--- config.mk ---
export PLATFORM = sky130hd
export DESIGN_NAME = sll_seq
export DESIGN_NICKNAME = d
export VERILOG_FILES = /design/src/rtl/sll_seq.sv
export SDC_FILE = /design/constraint.sdc
export NUM_CORES = 1
export LEC_CHECK = 0
export ABC_AREA = 1
export CORE_UTILIZATION = 55
export DETAILED_ROUTE_END_ITERATION = 8
export PLACE_DENSITY = 0.81
export SETUP_SLACK_MARGIN = 0.4
export SLEW_MARGIN = 20
export SYNTH_ARGS = -nofsm -noshare
export SYNTH_HDL_FRONTEND = slang
export SYNTH_SLANG_ARGS = --single-unit
--- constraint.sdc ---
create_clock -name clock -period 3.1 [get_ports clock]
set_input_delay 0.62 -clock clock [delete_from_list [all_inputs] [get_ports clock]]
set_output_delay 0.62 -clock clock [all_outputs]
set_load 0.03 [all_outputs]
--- src/rtl/sll_seq.sv ---
// sll_seq: multi-cycle 32-bit logical left shifter applying one binary-weighted stage per clock.
// Optional macro SLL_SEQ_EARLY_EXIT_EN finishes as soon as no higher amount bits remain.
module sll_seq (
   input  logic        clock,
   input  logic        resetn,
   input  logic        start,
   input  logic [31:0] a,
   input  logic [4:0]  amt,
   output logic        busy,
   output logic        done,
   output logic [31:0] out
);

   localparam logic [0:0] ST_IDLE  = 1'b0;
   localparam logic [0:0] ST_SHIFT = 1'b1;

   logic [0:0]  state_q, state_d;
   logic [31:0] sreg_q, sreg_d;
   logic [4:0]  areg_q, areg_d;
   logic [2:0]  stage_q, stage_d;
   logic        busy_q, busy_d;
   logic        done_q, done_d;
   logic [31:0] out_q, out_d;

   logic [4:0]  step;
   logic [31:0] shifted;
   logic        last_stage;
`ifdef SLL_SEQ_EARLY_EXIT_EN
   logic [4:0]  above;
`endif

   always_comb begin
      step    = 5'd1 << stage_q;
      shifted = areg_q[stage_q] ? (sreg_q << step) : sreg_q;
`ifdef SLL_SEQ_EARLY_EXIT_EN
      // Done once no amount bits remain above the current stage.
      above      = areg_q >> stage_q;
      last_stage = (stage_q == 3'd4) || ((above >> 1) == 5'd0);
`else
      last_stage = (stage_q == 3'd4);
`endif
   end

   always_comb begin
      state_d = state_q;
      sreg_d  = sreg_q;
      areg_d  = areg_q;
      stage_d = stage_q;
      busy_d  = busy_q;
      done_d  = 1'b0;
      out_d   = out_q;
      case (state_q)
         ST_IDLE: begin
            if (start) begin
               sreg_d  = a;
               areg_d  = amt;
               stage_d = 3'd0;
               busy_d  = 1'b1;
               state_d = ST_SHIFT;
            end
         end
         default: begin
            sreg_d  = shifted;
            stage_d = stage_q + 3'd1;
            if (last_stage) begin
               out_d   = shifted;
               done_d  = 1'b1;
               busy_d  = 1'b0;
               state_d = ST_IDLE;
            end
         end
      endcase
   end

   always_ff @(posedge clock or negedge resetn) begin
      if (!resetn) begin
         state_q <= ST_IDLE;
         sreg_q  <= 32'h0;
         areg_q  <= 5'd0;
         stage_q <= 3'd0;
         busy_q  <= 1'b0;
         done_q  <= 1'b0;
         out_q   <= 32'h0;
      end else begin
         state_q <= state_d;
         sreg_q  <= sreg_d;
         areg_q  <= areg_d;
         stage_q <= stage_d;
         busy_q  <= busy_d;
         done_q  <= done_d;
         out_q   <= out_d;
      end
   end

   assign busy = busy_q;
   assign done = done_q;
   assign out  = out_q;

endmodule

Yosys cells after proc, flatten, opt, wreduce, memory -nomap -nowiden --
Cells that the tools add are included.
Storage, ports and cells: memories 0, bits in read-only memories 0, bits of input ports 40, logic and storage cells 33, output and inout port bits 34, RAM bits 0, latch bits 0, register bits after elaboration 75
Cells by class: shifts and indexed selects 2, muxes and demuxes 15, order comparisons 1, div/mod/pow operators 0, $mul 0, reduce and logical (&&, ||, !) cells 4, bitwise logic cells 1, eq/ne operators 2, add/subtract/negate cells 1
Operators with widths (number):
- $mux 32 | 3
- $shl 32x5->32 | 1
- $mux 1 | 9
- $mux 3 | 2
- $reduce_and 2->1 | 3
- $shl 1x3->5 const A | 1
- $lt 3x4->1 const B | 1
- $add 3x1->3 const B | 1
- $bmux 1 s3 | 1
- $eq 3x3->1 const B | 1
- $ne 2x1->1 const B | 1
- $reduce_bool 2->1 | 1
- $not 1->1 | 1

Longest topological paths before layout --
word-level depth 4, depth in mapped cells 13, depth with buffers taken out 12

Least setup slack after synthesis --
OpenSTA, ideal clock, no wires.
path kind reg2reg, from register stage_q[2], to register sreg_q[18], stages on the path, launching flop included 11, arrival 1.754 ns, path slack 1.222 ns, library setup time 0.124 ns, buffers on the path 3, period minus slack after synthesis 1.878 ns, required time 2.976 ns, cell sequence dfrtp_1 inv_4 buf_2 ha_1 buf_2 buf_1 nor2_1 a21oi_1 nand2_1 nand2_1 nand3_1
On the way: word-level cells in the longest chain between the ends 4, elaborated cells between the ends (all ways) 6, those cells by class 2 x shift; 4 x mux
RTL lines:
- start, declared | RTL line 20 | logic [2:0] stage_q, stage_d;
- start signal, assigned | RTL line 88 | stage_q <= stage_d;
- $shl 1x3->5 or $bmux 1 s3 (tied branches) | RTL line 33, 34
- $shl 32x5->32 or $mux 1 (tied branches) | RTL line 34 | shifted = areg_q[stage_q] ? (sreg_q << step) : sreg_q;
- $mux 32 * | RTL line 34
- $mux 32 * | RTL line 52 | case (state_q)
- end signal, assigned | RTL line 86 | sreg_q <= sreg_d;
- end, declared | RTL line 18 | logic [31:0] sreg_q, sreg_d;
Mark *: on every way between the ends. The rest lies on a longest branch, timed or not. The select of a mux whose other input is x is not followed. A chain may end at the register's enable or synchronous reset.

Worst setup path after layout --
from register stage_q[2], to register out_q[26] (netlist: out[26])
On the way: word-level cells in the longest chain between the ends 3, elaborated cells between the ends (all ways) 7, those cells by class 1 x eq/ne; 2 x shift; 3 x mux; 1 x reduce/logical
RTL lines:
- $shl 1x3->5 or $bmux 1 s3 (tied branches) | RTL line 33, 34
- $shl 32x5->32 or $mux 1 (tied branches) | RTL line 34
- $mux 32 | RTL line 34
- end signal, assigned | RTL line 91 | out_q <= out_d;
- end, declared | RTL line 23 | logic [31:0] out_q, out_d;
Several ways; a longest one is shown, not always the timed one. The select of a mux whose other input is x is not followed.

==> results by group <==
Outcome
  – Status: complete, no violations

Critical path
  – Critical path arrival: 2770 ps
  – CP Capture Type: register
  – R2r setup slk: 640 ps
  – Worst-path fanout max: 37
  – Startpoint Class: register
  – WP data required: 3410 ps
  – Worst setup path category: register to register

Timing
  – Final hold vios: 0
  – Setup_tns: 0 ps
  – Fin. max-slew vios: 0
  – Skew final: 11.9 ps
  – Fin crit share: around four fifths
  – Max-slew headroom: 36.4%
  – Fin crit period: 2460 ps
  – Least-Margin Pin Slew: 954 ps
  – RSZ-0062 raised after global routing: no
  – Final-report setup violation count: 0
  – Max frequency: roughly 400 MHz

Yosys
  – Area leader, netlist: dfrtp_1
  – Post-synthesis register bit count: 75
  – Yosys warns: 0
  – Mapped Area: 5120 sq um
  – Cells after Synth: 768
  – Mean Syn Cell Area: 6.66 sq um
  – Sequential share of the synthesized area: 36.7%
  – Yosys top cell area share: 36.7%
  – Cell variety after synth: 24
  – Synth top area cells: dfrtp_1 37%, nand3_1 24%, nand2_1 21%
  – Post-synthesis net count: 813

Floorplan
  – Num rows: 34
  – I/O Pins: 74
  – Core Box Area: 8850 sq um
  – DIE AREA: 9690 sq um
  – Initial core utilization: 57.8%
  – Die Width: roughly 98 um
  – Die H: 98.5 um

Power
  – Net Sw Frac: 55.6%
  – Pwr Density: 1260 nW/um^2
  – VDD IR-drop max: around 0.58 mV
  – Register share of total power: 24.1%
  – Internal power: between 0.003 and 0.004 W
  – Final Power: between 0.007 and 0.008 W
  – Switching Power: 0.00420 W
  – Comb power frac: 65.2%
  – Clock Power Share: 10.7%
  – Leakage Power: between 2 and 3 nW

Hold path
  – Hold WC Path Type: primary input to async pin

Clock tree
  – Htree depth: 3
  – Clock Sinks: between 70 and 80
  – CTS tree: done
  – Clock Path Buffers: 2
  – Postcts setup bufs: 0
  – Number of CTS-inserted buffers: 9
  – Clock latency on the worst-skew pair: 370 ps
  – Hold_buf cts: 0
  – Reg clk slew, reported paths: 90 ps
  – Root Buffer: clkbuf_8
  – Post_cts resized: 0

Finish
  – Layout Cells excl Fill: 924
  – Final net count: roughly 860
  – P&R area growth vs syn: 16.9%
  – Leading cell type in the layout, fill and taps excluded: nand2_1
  – Layout cell share with drive strength beyond 1: approximately 5.5%
  – Ant diodes: 0
  – Most frequent cells in the layout: 285 x nand2_1, 243 x nand3_1, 75 x dfrtp_1

Global routing
  – Largest net degree at the start of global routing: 76
  – Initial antenna violation count: 0
  – Grt ovf: 0
  – Vias in the first global route: 5297
  – Global-route wire length before repair: 26400 um
  – GRT Overall Usage: 34.8%

Placement
  – Port Buf Inserts: 73
  – DP HPWL: 11500 um
  – Placed Cells: 908
  – Routability congestion estimate: 0.969

Detailed routing
  – Pre-antenna DRT Iters: 6
  – Final wirelength: 16300 um
  – Post-route DRC violation count: 0
  – DR iter-0 viols: 605
  – Vias per cell: slightly above 6
  – Post-DR wirelength/cell: roughly 18 um
  – Vias: around 5600
  – DRT antenna net count: 0

Job
  – Number of max-cap violations: 0
-- per-layer routing --
metal	vias up	share of wire (%)	global-route usage, %
met4	0	3.0	13.8
met3	48	10	6.74
met2	357	43	50.5
li1	2624	-	-
met1	2618	43	51.4
met5	-	0	0
-- cells in the mapped netlist --
cell,number
nand2_1,285
nand3_1,243
dfrtp_1,75
inv_1,40
buf_2,23
a22o_1,22
clkbuf_1,12
o21ai_0,10
buf_4,9
nor2_1,9
o21ai_1,9
ha_1,5
inv_2,5
buf_6,4
nand2_4,4
a21oi_1,2
a21oi_2,2
buf_1,2
o21ai_2,2
inv_4,1
nand2_2,1
nand4_1,1
nor2_2,1
o22ai_1,1
-- power by group through the flow --
stage	sequential (W)	clock, W	combinational, W
detailed placement	0.00181	0	0.00480
finish	0.00182	0.000806	0.00493
CTS	0.00180	0.000811	0.00483
global placement	0.00181	0	0.00471
global route	0.00184	0.000852	0.00544
floorplan	0.00199	0	0.00335
-- worst paths after layout --
check,startpoint,depth (start not counted),end
worst max-delay path,stage_q[2],9,out[26]
worst min register to register,busy,2,busy
min in group clock,busy,2,busy
worst max register to register,stage_q[2],9,out[26]
max in group asynchronous,resetn,2,sreg_q[25]
worst min-delay path,resetn,2,out[3]
-- cells by family (layout without fill, tap and decap cells) --
kind of cell	after synthesis	count (layout)	share of synthesized area (%)
buffers and inverters	96	144	8.90
AO/OA/AOI/OAI	48	48	6.63
AND/OR/NAND/NOR	544	544	46.6
flip-flops	75	75	36.7
adder cells (fa/ha/maj)	5	5	1.22
-- registers in the layout, indices dropped and copies added (netlist names) --
name,count
busy,1
sreg_q,32
out,32
areg_q,5
state_q,1
done,1
stage_q,3
-- through the flow --
step | utilization (%) | worst slack [ps] | hold WS, ps | area, sq um
after floorplan | - | 1220 | 324 | 5120
after global placement | 65.2 | 659 | 457 | 5770
after detailed placement | 65.2 | 635 | 464 | 5770
after CTS | 67.5 | 608 | 486 | 5980
after global routing | 67.6 | 431 | 508 | 5980
final | 67.6 | 641 | 469 | 5980
-- worst max-delay path, stage by stage, from the launching register on --
cell,delay [ps]
dfrtp_1,440
inv_4,320
nand2_4,320
inv_2,480
nand3_1,190
nand3_1,130
nand3_1,150
nand3_1,220
nand2_1,80
nand2_1,80
-- layout make-up --
| type | instances | area, sq um |
|---|---|---|
| fill | 794 | 2870 |
| multi-input combinational | 597 | 2790 |
| sequential | 75 | 1880 |
| timing repair buffer | 82 | 793 |
| inverter | 46 | 179 |
| clock buffer | 10 | 138 |
| tap | 108 | 135 |
| clock inverter | 6 | 71.3 |
No activity file was read; power rests on OpenSTA's default activity.
==> variant: new RTL, same flow settings <==
Make the reset (`resetn`) synchronous in one clocked block.
--- a/src/rtl/sll_seq.sv
+++ b/src/rtl/sll_seq.sv
@@ -73,5 +73,5 @@
    end
 
-   always_ff @(posedge clock or negedge resetn) begin
+   always_ff @(posedge clock) begin
       if (!resetn) begin
          state_q <= ST_IDLE;
Formal check against the unedited RTL: differs if resetn is asserted again (counterexample within 4 cycles, from zero or initial values and one cycle with resetn low); with resetn held inactive, the same outputs for 10 cycles.
==> variant against the unedited design <==
Sequential cell count unchanged; area after synthesis fell by 5.7%; via count up 2.1%; final area is 4.5% lower; wire length grew 3.1%; setup slack lost 0.047 ns; critical endpoint is now sreg_q[27].
Power is not compared: it rests on default switching activity, and its combinational part moved more than twofold at a synthesized area within 25%.
==> variant: results (changes against the unedited design) <==
* Status: complete, no violations (unchanged)
* Synth Area in Adders at 1.296% (was 1.222%)
* Clock root buffer: clkbuf_8 (unchanged)
* Cts bufs inserted at 9 (unchanged)
* Commonest cells post-synth: nand3_1, nand2_1, dfxtp_1 (was nand2_1, nand3_1, dfrtp_1)
* Fin nets at 859 (was 856)
* Sequential-to-total area share from yosys stat at 31.11% (was 36.67%)
* Vias at 5,767 (was 5,647)
* Largest net degree at the start of global routing at 41 (was 76)
* First-pass GRT wire length at 26.55 mm (was 26.43 mm)
* GR Util All Layers at 38.26% (was 34.84%)
* HP Class: flop to flop (was input pin to asynchronous set/reset pin)
* H-tree Lvls at 3 (unchanged)
* Number of diodes at 0 (unchanged)
* Layout cells sized above 1 at 5.746% (was 5.515%)
* Synth Area in Compound Gates at 10.76% (was 6.626%)
* Worst Max-Slew Pin Slew at 0.8789 ns (was 0.9543 ns)
* Largest cells by area after synthesis: dfxtp_1, nand3_1, nand2_1 (was dfrtp_1, nand3_1, nand2_1)
* Placer Congestion at 1.030 (was 0.9685)
* Post-Route WL at 16.76 mm (was 16.26 mm)
* Final Skew at 0.01366 ns (was 0.01191 ns)
* Dpl ws at 0.5295 ns (was 0.6345 ns)
* Worst Path Max Fanout at 36 (was 37)
* Unique masters post-synth at 26 (was 24)
* Clock latency on the worst-skew pair at 0.35 ns (was 0.37 ns)
* Arr. time, crit path at 2.73 ns (was 2.77 ns)
* Syn nets at 819 (was 813)
* Post-DP HPWL at 11.75 mm (was 11.46 mm)
* Vias in the first global route at 5,259 (was 5,297)
* 1st-iter DRT viols at 619 (was 605)
* Area after DPL at 5500 um2 (was 5768 um2)
* Filler cells at 725 (was 794)
* Post-synth ARST share at 0% (was 100.0%)
-- variant: cell types whose count changed after synthesis, moves of 4 or more --
cell / before / now
nor2_1: 9 / 34
o21ai_0: 10 / 14
dfrtp_1: 75 / 0
dfxtp_1: 0 / 75
inv_1: 40 / 32
a21oi_1: 2 / 38
clkbuf_1: 12 / 20
o21ai_1: 9 / 3
nand2_1: 285 / 197
nand3_1: 243 / 275
-- variant: path summary, 6_finish.rpt --
| kind | start | endpoint | slack, ns | cells past startpoint |
|---|---|---|---|---|
| worst max-delay path | stage_q[2] | sreg_q[27] | 0.59 | 10 |
| worst min-delay path | areg_q[0] | areg_q[0] | 0.46 | 2 |
| worst max register to register | stage_q[2] | sreg_q[27] | 0.59 | 10 |
| worst min register to register | areg_q[0] | areg_q[0] | 0.46 | 2 |
-- variant: layer usage --
metal	global-route usage (%)	vias up	share of wire, %
met3	7.496	48	11
met4	14.80	0	3.4
met1	54.92	2645	44
met5	0	-	0
met2	55.89	367	42
li1	-	2707	-
-- variant: cell families after synthesis --
logic type	Yosys count
AOI/OAI and AO/OA	84
DFF	75
adders and majority gates	5
and+or+nand+nor	514
buffers and inverters	96
-- variant: stage by stage --
step / power, mW / cells
2_1_floorplan: 1.536 / 774
3_3_place_gp: 1.695 / 908
3_5_place_dp: 1.707 / 908
4_1_cts: 2.538 / 923
5_1_grt: 2.668 / 923
6_report: 2.562 / 923
-- variant: critical path, cell delays in order (launching register included) --
cell and delay (ns):
dfxtp_1 0.36, inv_4 0.32, nand2_4 0.31, inv_4 0.37, nand3_1 0.19, nand3_1 0.12
nand3_1 0.11, nand3_1 0.18, nand3_1 0.21, nand2_1 0.11, a21oi_1 0.07
-- variant: power by group through the flow --
stage | Combinational (mW) | Clock [mW] | Sequential (mW)
finish | 0.655 | 0.854 | 1.05
global route | 0.720 | 0.891 | 1.06
CTS | 0.639 | 0.850 | 1.05
detailed placement | 0.634 | 0 | 1.07
global placement | 0.623 | 0 | 1.07
floorplan | 0.482 | 0 | 1.05
-- variant: final cells by class --
cell class | instances | area (um2) | area share (%)
inverter | 40 | 155.1 | 2.714
sequential | 75 | 1501 | 26.26
multi-input combinational | 603 | 2894 | 50.62
tap | 105 | 131.4 | 2.298
clock buffer | 9 | 123.9 | 2.167
timing repair buffer | 85 | 820.8 | 14.36
clock inverter | 6 | 90.09 | 1.576
